--- src/rtl/load_store_unit.sv ---
// RV32I load/store initiator for a word-only data memory: lane extraction with sign/zero extension
// and read-modify-write for sub-word stores. Define MISALIGN_TRAP_EN to reject misaligned half/word accesses.
//
// state  | meaning
// IDLE   | ready for a request; no memory strobes
// LOAD   | one read cycle; extended lane data registered into o_rdata
// STORE  | one full-word write (SW)
// RMW_RD | read the target word into the merge register (SB/SH)
// RMW_WR | write the merged word back (SB/SH)
module load_store_unit #(
   parameter int ADDR_WIDTH = 32,
   parameter int DATA_WIDTH = 32
) (
   input  logic                  i_clk,
   input  logic                  i_rst,
   input  logic                  i_valid,
   output logic                  o_ready,
   input  logic                  i_we,
   input  logic [2:0]            i_funct3,
   input  logic [ADDR_WIDTH-1:0] i_addr,
   input  logic [DATA_WIDTH-1:0] i_wdata,
   output logic                  o_done,
   output logic                  o_fault,
   output logic [DATA_WIDTH-1:0] o_rdata,
   output logic                  o_mem_ld,
   output logic                  o_mem_st,
   output logic [ADDR_WIDTH-1:0] o_mem_addr,
   output logic [DATA_WIDTH-1:0] o_mem_wdata,
   input  logic [DATA_WIDTH-1:0] i_mem_rdata
);

   localparam logic [2:0] F3_B  = 3'b000;
   localparam logic [2:0] F3_H  = 3'b001;
   localparam logic [2:0] F3_W  = 3'b010;
   localparam logic [2:0] F3_BU = 3'b100;
   localparam logic [2:0] F3_HU = 3'b101;

   typedef enum logic [2:0] {
      S_IDLE,
      S_LOAD,
      S_STORE,
      S_RMW_RD,
      S_RMW_WR
   } state_t;

   state_t                  state_q, state_d;
   logic [2:0]              funct3_q;
   logic [ADDR_WIDTH-1:0]   addr_q;
   logic [DATA_WIDTH-1:0]   wdata_q;
   logic [DATA_WIDTH-1:0]   merge_q;

   logic                    accept;
   logic                    legal;
   logic                    misalign;
   logic                    reject;
   logic                    done_d;
   logic                    fault_d;
   logic                    load_en;
   logic                    merge_en;
   logic [ADDR_WIDTH-1:0]   word_addr;
   logic [DATA_WIDTH-1:0]   merged;
   logic [DATA_WIDTH-1:0]   ld_ext;
   logic [7:0]              ld_byte;
   logic [15:0]             ld_half;

   assign o_ready   = (state_q == S_IDLE);
   assign accept    = i_valid && o_ready;
   assign word_addr = {addr_q[ADDR_WIDTH-1:2], 2'b00};

`ifdef MISALIGN_TRAP_EN
   assign misalign = ((i_funct3[1:0] == 2'b01) && i_addr[0]) ||
                     ((i_funct3[1:0] == 2'b10) && (i_addr[1:0] != 2'b00));
`else
   assign misalign = 1'b0;
`endif

   always_comb begin
      legal = 1'b0;
      if (i_we)
         legal = (i_funct3 == F3_B) || (i_funct3 == F3_H) || (i_funct3 == F3_W);
      else
         legal = (i_funct3 == F3_B) || (i_funct3 == F3_H) || (i_funct3 == F3_W) ||
                 (i_funct3 == F3_BU) || (i_funct3 == F3_HU);
      reject = !legal || misalign;
   end

   always_ff @(posedge i_clk or posedge i_rst) begin
      if (i_rst)
         state_q <= S_IDLE;
      else
         state_q <= state_d;
   end

   always_comb begin
      state_d  = state_q;
      done_d   = 1'b0;
      fault_d  = 1'b0;
      load_en  = 1'b0;
      merge_en = 1'b0;
      case (state_q)
         S_IDLE: begin
            if (i_valid) begin
               if (reject) begin
                  done_d  = 1'b1;
                  fault_d = 1'b1;
               end else if (!i_we)
                  state_d = S_LOAD;
               else if (i_funct3 == F3_W)
                  state_d = S_STORE;
               else
                  state_d = S_RMW_RD;
            end
         end
         S_LOAD: begin
            state_d = S_IDLE;
            done_d  = 1'b1;
            load_en = 1'b1;
         end
         S_STORE: begin
            state_d = S_IDLE;
            done_d  = 1'b1;
         end
         S_RMW_RD: begin
            state_d  = S_RMW_WR;
            merge_en = 1'b1;
         end
         S_RMW_WR: begin
            state_d = S_IDLE;
            done_d  = 1'b1;
         end
         default: state_d = S_IDLE;
      endcase
   end

   always_comb begin
      o_mem_ld    = 1'b0;
      o_mem_st    = 1'b0;
      o_mem_addr  = '0;
      o_mem_wdata = '0;
      case (state_q)
         S_LOAD, S_RMW_RD: begin
            o_mem_ld   = 1'b1;
            o_mem_addr = word_addr;
         end
         S_STORE: begin
            o_mem_st    = 1'b1;
            o_mem_addr  = word_addr;
            o_mem_wdata = wdata_q;
         end
         S_RMW_WR: begin
            o_mem_st    = 1'b1;
            o_mem_addr  = word_addr;
            o_mem_wdata = merged;
         end
         default: ;
      endcase
   end

   // Sub-word store: replace only the addressed little-endian lane of the fetched word.
   always_comb begin
      merged = merge_q;
      if (funct3_q[1:0] == 2'b00) begin
         case (addr_q[1:0])
            2'b00:   merged[7:0]   = wdata_q[7:0];
            2'b01:   merged[15:8]  = wdata_q[7:0];
            2'b10:   merged[23:16] = wdata_q[7:0];
            default: merged[31:24] = wdata_q[7:0];
         endcase
      end else if (addr_q[1]) begin
         merged[31:16] = wdata_q[15:0];
      end else begin
         merged[15:0] = wdata_q[15:0];
      end
   end

   always_comb begin
      case (addr_q[1:0])
         2'b00:   ld_byte = i_mem_rdata[7:0];
         2'b01:   ld_byte = i_mem_rdata[15:8];
         2'b10:   ld_byte = i_mem_rdata[23:16];
         default: ld_byte = i_mem_rdata[31:24];
      endcase
      ld_half = addr_q[1] ? i_mem_rdata[31:16] : i_mem_rdata[15:0];
      case (funct3_q)
         F3_B:    ld_ext = {{24{ld_byte[7]}}, ld_byte};
         F3_H:    ld_ext = {{16{ld_half[15]}}, ld_half};
         F3_BU:   ld_ext = {24'h0, ld_byte};
         F3_HU:   ld_ext = {16'h0, ld_half};
         default: ld_ext = i_mem_rdata;
      endcase
   end

   always_ff @(posedge i_clk or posedge i_rst) begin
      if (i_rst) begin
         funct3_q <= '0;
         addr_q   <= '0;
         wdata_q  <= '0;
         merge_q  <= '0;
         o_done   <= 1'b0;
         o_fault  <= 1'b0;
         o_rdata  <= '0;
      end else begin
         if (accept) begin
            funct3_q <= i_funct3;
            addr_q   <= i_addr;
            wdata_q  <= i_wdata;
         end
         if (merge_en)
            merge_q <= i_mem_rdata;
         if (load_en)
            o_rdata <= ld_ext;
         o_done  <= done_d;
         o_fault <= fault_d;
      end
   end

endmodule

--- config.mk ---
export PLATFORM = sky130hd
export DESIGN_NAME = load_store_unit
export DESIGN_NICKNAME = d
export VERILOG_FILES = /design/src/rtl/load_store_unit.sv
export SDC_FILE = /design/constraint.sdc
export NUM_CORES = 1
export LEC_CHECK = 0
export ABC_AREA = 0
export BUFFER_PORTS_ARGS = -buffer_cell sky130_fd_sc_hd__buf_2
export CORE_UTILIZATION = 53
export CTS_BUF_LIST = sky130_fd_sc_hd__clkbuf_2 sky130_fd_sc_hd__clkbuf_4 sky130_fd_sc_hd__clkbuf_8
export CTS_CLUSTER_SIZE = 14
export DETAILED_ROUTE_END_ITERATION = 7
export HOLD_SLACK_MARGIN = 0.1
export PLACE_DENSITY = 0.78
export RECOVER_POWER = 100
export SLEW_MARGIN = 5
export SYNTH_ARGS = -nofsm -noshare
export SYNTH_HDL_FRONTEND = slang
export SYNTH_SLANG_ARGS = --single-unit
export TNS_END_PERCENT = 30
--- constraint.sdc ---
create_clock -name i_clk -period 5.7 [get_ports i_clk]
set_clock_uncertainty 0.15 [all_clocks]
set_input_delay 0.285 -clock i_clk [delete_from_list [all_inputs] [get_ports i_clk]]
set_output_delay 0.285 -clock i_clk [all_outputs]
set_load 0.05 [all_outputs]
==> out/qor.yml, run 1 <==
status:
  run_status: "finished with violations"
  violated_checks: "max-capacitance violations, max-slew violations"
timing:
  rsz_0062_raised_after_global_routing: "false"
  setup_viol_count_final: 0
  final-max-slew-violation-count: 135
  layout_min_cycle_time_ns: 4.20
  fmaxAchievable_mhz: 238
  post-route-period-util: 0.737
  final_hold_viol_count: 0
  setup_tns_ns: 0
  worst_slew_pin_slew_ns: 3.06
  maxSlewHeadroom: -1.05
drt:
  dr.pass1.iters: 7
  routedWlPerCell_um: 18.5
  detail_route.vias_per_cell: 5.57
  route.antenna.remaining_nets: 0
  routed_wl_mm: 19.7
  post-route-drc-count: 0
  drt_iter0_markers: 492
  route.vias.total: 5916
setup_path:
  wp_buf_inv: 2
  critical_path_arrival_ns: 3.77
  r2r_setup_slack_ns: 2.28
  worst-path-max-fanout: 31
  cp_slowest_cell: "clkbuf_1"
  reg2reg_from: "funct3_q[1]"
  worst_setup_path_startpoint: "funct3_q[1]"
  timing.setup.critical_path_class: "reg -> out"
  timing.critical_path.cells: "clkbuf_1 > or3_1 > and2_0 > o22ai_1 > o21ai_0 > clkbuf_1"
  crit_end: "o_mem_wdata[8]"
  timing.reg2reg.worst_path_depth: 5
  crit_top_cell: "clkbuf_1"
  crit_path_max_incr_delay_ns: 1.04
  critical_path_cell_count: 6
  nature_of_the_critical_path_endpoint: "output port"
  cp.required_ns: 5.27
  dominant_delay_contributor_by_cell_family_on_the_critical_path: "buffers and inverters"
  regToRegEndpoint: "o_rdata[12]"
  setup.worst_path.start_class: "flop"
cts:
  cts-root-buf: "clkbuf_8"
  cts_inserted_buffers: 17
  cts_max_level: 4
  ctsLongestPathBuffers: 2
  post-cts-setup-buffers: 0
  clk_transition_reported_paths_ns: 0.07
  cts_tree: "done"
  cts_num_sinks: 136
  post_cts_resized: 0
  worst_skew_late_latency_ns: 0.44
global_routing:
  vias_in_the_first_global_route: 6010
  met2_usage: 0.530
  grt.met3_usage: 0.0845
  wire_length_of_the_first_global_routing_pass_mm: 30.8
  grt_usage: 0.314
  grt_most_used_layer: "met2"
  antenna_found_initial: 0
  grt_use_met1: 0.375
  grt_max_degree: 72
  grt_remaining_overflow: 0
synth:
  synth_cell_type_count: 47
  yosysTopAreaCell: "dfrtp_1"
  synth_enable_flop_cells: 0
  ys.warnings.count: 0
  synthesis.area_per_instance_um2: 11.1
  netlist.area_leader.share: 0.513
  post_synthesis_instance_area_um2: 6640
  ys_ff_latch: 136
  ys_async_sr_fraction: 1.00
  register_area_share_after_synthesis: 0.513
  synthTopCellsByArea: "dfrtp_1 (51%), mux2_2 (18%), o21ai_0 (4.3%)"
  ys_dominant_reg_cell: "dfrtp_1"
  postSynthCellCount: 598
floorplanning:
  chipHeight_um: 114
  floorplan.rows: 40
  floorplan.initialDensity: 0.548
  dieWidth_um: 114
  num_io_pins: 204
  std_cell_core_area_um2: 12100
  die_area_um2: 13000
layout:
  drive_above_1_share: 0.295
  layout-area-overhead-vs-synth_pct: 35.2
  most-common-layout-cells: "dfrtp_1 (136), buf_2 (117), mux2_2 (103)"
  nNetsFinal: 985
  n_fill_cell: 890
  layout.cells.most_common: "dfrtp_1"
  register_area_um2: 3400
  design_area_um2: 8970
  number_of_antenna_repair_diodes: 0
  multiInputGateArea_um2: 2970
power_and_ir_drop:
  power_leakage_nw: 3.97
  ir_worst_vdd_mv: 0.172
  power.density_nw_per_um2: 361
job:
  maxCapViolCount: 3
placed_design:
  dpl_cell_area_um2: 7690
  port-buffer-count: 201
  post-dp-hpwl_mm: 12.6
  routabilityCongestion: 0.837
min_path:
  hold_path.class: "reg -> reg"
==> registers in the layout, summed over array words and instances (netlist names) <==
name      cells
addr_q       32
wdata_q      32
merge_q      32
o_rdata      32
funct3_q      3
o_fault       1
state_q       3
o_done        1
==> worst min-delay path: cells and delay by family (launching register included) <==
family,cells,cell delay [ns]
simple gates,2,0.12
flops,1,0.34
==> layout make-up <==
type / count / area share
multi-input combinational: 413 / 0.331
tap: 168 / 0.0234
clock inverter: 6 / 0.00683
inverter: 4 / 0.00181
timing repair buffer: 310 / 0.219
clock buffer: 26 / 0.0385
sequential: 136 / 0.379
==> what timing repair did <==
item / in CTS / in global routing
endpoints found under the setup margin: 0 / 0
hold buffers: 102 / 0
endpoints found under the hold margin: 197 / 0
==> Yosys cell counts (7+ instances only) <==
| master | instances |
|---|---|
| dfrtp_1 | 136 |
| mux2_2 | 104 |
| o21ai_0 | 57 |
| nand2_1 | 52 |
| and2_1 | 36 |
| nand3_1 | 32 |
| a21oi_1 | 24 |
| clkbuf_1 | 21 |
| mux2i_1 | 17 |
| buf_2 | 12 |
| nor2b_1 | 11 |
| buf_4 | 9 |
| o22ai_1 | 9 |
| a22o_1 | 8 |
| nand3b_1 | 7 |
| nor3_1 | 7 |
==> cell families (layout without fill, tap and decap cells) <==
group | count (synthesis) | in the layout | synth area share
AO/OA/AOI/OAI | 124 | 124 | 0.113
XOR/XNOR | 1 | 1 | 0.00132
buffers and inverters | 50 | 346 | 0.0379
flip-flops | 136 | 136 | 0.513
multiplexers | 121 | 121 | 0.202
other | 1 | 2 | 0.000565
AND/OR/NAND/NOR | 165 | 165 | 0.132
==> how the worst min path moves through the flow <==
stage	from	cells after the start	to
finish	o_rdata[25]	2	o_rdata[25]
global placement	i_rst	2	addr_q[21]
CTS	i_valid	3	funct3_q[2]
floorplan	i_addr[1]	2	addr_q[1]
global route	addr_q[16]	1	addr_q[16]
detailed placement	i_rst	2	addr_q[24]
==> through the flow <==
step	std cells	util	setup WS [ns]	power (mW)	hold WS [ns]
finish	1063	0.741	1.50	3.24	0.346
floorplan	599	-	1.63	2.13	0.252
global route	1063	0.741	1.34	3.38	0.366
CTS	1063	0.753	2.57	3.26	0.334
global placement	929	0.635	3.16	2.39	0.270
detailed placement	929	0.635	3.07	2.41	0.281
==> report_power, final <==
group / switching (mW) / internal, mW
Combinational: 0.741 / 0.359
Clock: 0.356 / 0.435
Sequential: 0.160 / 1.19
Total: 1.26 / 1.98
==> layer usage <==
layer / up-vias / share of wire
li1: 2680 / -
met4: 0 / 0.040
met5: - / 0
met2: 320 / 0.49
met3: 61 / 0.080
met1: 2855 / 0.39
Note: power is estimated with default switching activity, not from simulation.
==> run 2, diff against run 1 <==
Settings changed: CORE_UTILIZATION 53 to 48, PLACE_DENSITY 0.78 to 0.74.
Clock period 5.7 ns to 3.7 ns, I/O delays scaled along.
==> run 2 against run 1 <==
The run still ends with max-capacitance violations, max-slew violations left. Global-route usage decreased by 1.7 points. Cell count rose by 1.2%. Critical path depth decreased by 1. Highest routed layer unchanged. Die area rose by 10%. Critical endpoint is now o_mem_wdata[11]. Total power is 60% higher. First-iteration DRC count shrank 20%.
==> out/qor.yml, run 2 (synthesis gave the netlist of run 1 again) <==
status:
  run_status: "finished with violations"
  violated_checks: "max-capacitance violations, max-slew violations"
power_and_ir_drop:
  p_comb_frac: 0.328
  power.density_nw_per_um2: 568
  power.share.clock: 0.271
  totalPowerFinal_mw: 5.17
  seq_power_share: 0.401
  ir_worst_vdd_mv: 0.347
  cell_internal_pwr_mw: 3.22
  power_leakage_nw: 4.01
  netSwitchingPower_mw: 1.95
  switching_power_as_a_share_of_total_power: 0.378
setup_path:
  r2r_setup_slack_ns: 0.63
  nature_of_the_critical_path_endpoint: "output port"
  timing.setup.critical_path_class: "reg -> out"
  timing.reg2reg.worst_path_depth: 5
  regToRegEndpoint: "o_rdata[0]"
  worst-path-max-fanout: 25
  cp.required_ns: 3.37
  setup.worst_path.start_class: "flop"
  critical_path_arrival_ns: 2.96
  worst_setup_path_startpoint: "funct3_q[0]"
  reg2reg_from: "funct3_q[0]"
  crit_end: "o_mem_wdata[11]"
global_routing:
  grt_max_degree: 65
  grt_remaining_overflow: 0
  antenna_found_initial: 0
  vias_in_the_first_global_route: 6218
  grt_usage: 0.297
  wire_length_of_the_first_global_routing_pass_mm: 32.4
layout:
  nNetsFinal: 990
  most-common-layout-cells: "dfrtp_1 (136), buf_2 (111), dlygate4sd3_1 (105)"
  number_of_antenna_repair_diodes: 0
  layout.cells.most_common: "dfrtp_1"
  drive_above_1_share: 0.289
  layout-area-overhead-vs-synth_pct: 37.1
  design_area_um2: 9100
  postLayoutCoreUtil: 0.682
timing:
  layout_min_cycle_time_ns: 3.29
  maxSlewHeadroom: -0.182
  setup_viol_count_final: 0
  post-route-period-util: 0.891
  setup_tns_ns: 0
  final-max-slew-violation-count: 70
  rsz_0062_raised_after_global_routing: "false"
  worst_slew_pin_slew_ns: 1.77
  final_hold_viol_count: 0
  fmaxAchievable_mhz: 303
floorplanning:
  num_io_pins: 204
  floorplan.initialDensity: 0.497
  floorplan.rows: 42
  dieWidth_um: 120
  std_cell_core_area_um2: 13300
  chipHeight_um: 120
  die_area_um2: 14300
drt:
  drt_iter0_markers: 394
  route.antenna.remaining_nets: 0
  routed_wl_mm: 20.3
  post-route-drc-count: 0
  route.vias.total: 5871
  detail_route.vias_per_cell: 5.46
  dr.pass1.iters: 5
  routedWlPerCell_um: 18.8
cts:
  cts_num_sinks: 136
  post_cts_resized: 0
  cts_max_level: 4
  cts-root-buf: "clkbuf_8"
  cts_tree: "done"
  ctsLongestPathBuffers: 2
  worst_skew_late_latency_ns: 0.44
  post-cts-setup-buffers: 0
  postCtsHoldBufs: 105
  clk_transition_reported_paths_ns: 0.07
  cts_inserted_buffers: 17
placed_design:
  port-buffer-count: 201
  dpl_cell_area_um2: 7740
  routabilityCongestion: 0.842
  post-dp-hpwl_mm: 13.4
job:
  maxCapViolCount: 2
min_path:
  hold_path.class: "in -> reg"
-- run 2: cell count changes in the layout (fill, tap and decap cells not counted), moves of 3 or more --
cell,change
and2_0,-13
and2_1,+13
buf_2,-6
bufinv_16,+4
clkbuf_1,+5
clkbuf_8,-6
dlygate4sd3_1,+3
-- run 2: cell type report --
type | instances | area [µm²]
clock buffers | 19 | 255
fillers | 1072 | 4250
repair buffers | 315 | 2030
flip-flops and latches | 136 | 3400
well taps | 176 | 220
clock inverters | 13 | 201
multi-input cells | 413 | 2970
inverters | 4 | 16.3
-- run 2: layer usage --
layer  up-vias  global-route usage  routed length, µm  share of wire
met5         -                   0                  0              0
met4         0               0.123                641          0.032
met3        50              0.0623               1420          0.070
met2       277               0.496               9860           0.49
met1      2848               0.376               8350           0.41
li1       2696                   -                  -              -
-- run 2: power groups by stage --
stage | sequential, mW | clock, mW | combinational [mW]
after floorplan | 2.43 | 0 | 0.849
after global placement | 2.07 | 0 | 1.62
after detailed placement | 2.09 | 0 | 1.64
after CTS | 2.06 | 1.42 | 1.74
after global routing | 2.11 | 1.50 | 1.81
final | 2.07 | 1.40 | 1.70
-- run 2: worst min path at each step --
stage | cells after the start | start | slack (ns) | to
after floorplan | 2 | i_addr[1] | 0.15 | addr_q[1]
after global placement | 2 | i_rst | 0.20 | addr_q[3]
after detailed placement | 2 | i_rst | 0.21 | addr_q[10]
after CTS | 3 | i_rst | 0.28 | addr_q[31]
after global routing | 3 | i_wdata[24] | 0.34 | wdata_q[24]
final | 4 | i_addr[1] | 0.35 | addr_q[1]
-- run 2: critical path, stage by stage (launching register included) --
cell,delay (ns)
dfrtp_1,0.82
or3_1,0.39
and2_0,0.47
o22ai_1,0.15
o21ai_0,0.18
clkbuf_1,0.49
-- run 2: through the flow --
step	hold WS [ns]	std cells	worst slack (ns)
after global placement	0.196	939	1.29
after CTS	0.278	1076	0.699
after floorplan	0.152	599	0.941
final	0.345	1076	0.405
after detailed placement	0.214	939	1.20
after global routing	0.343	1076	0.241
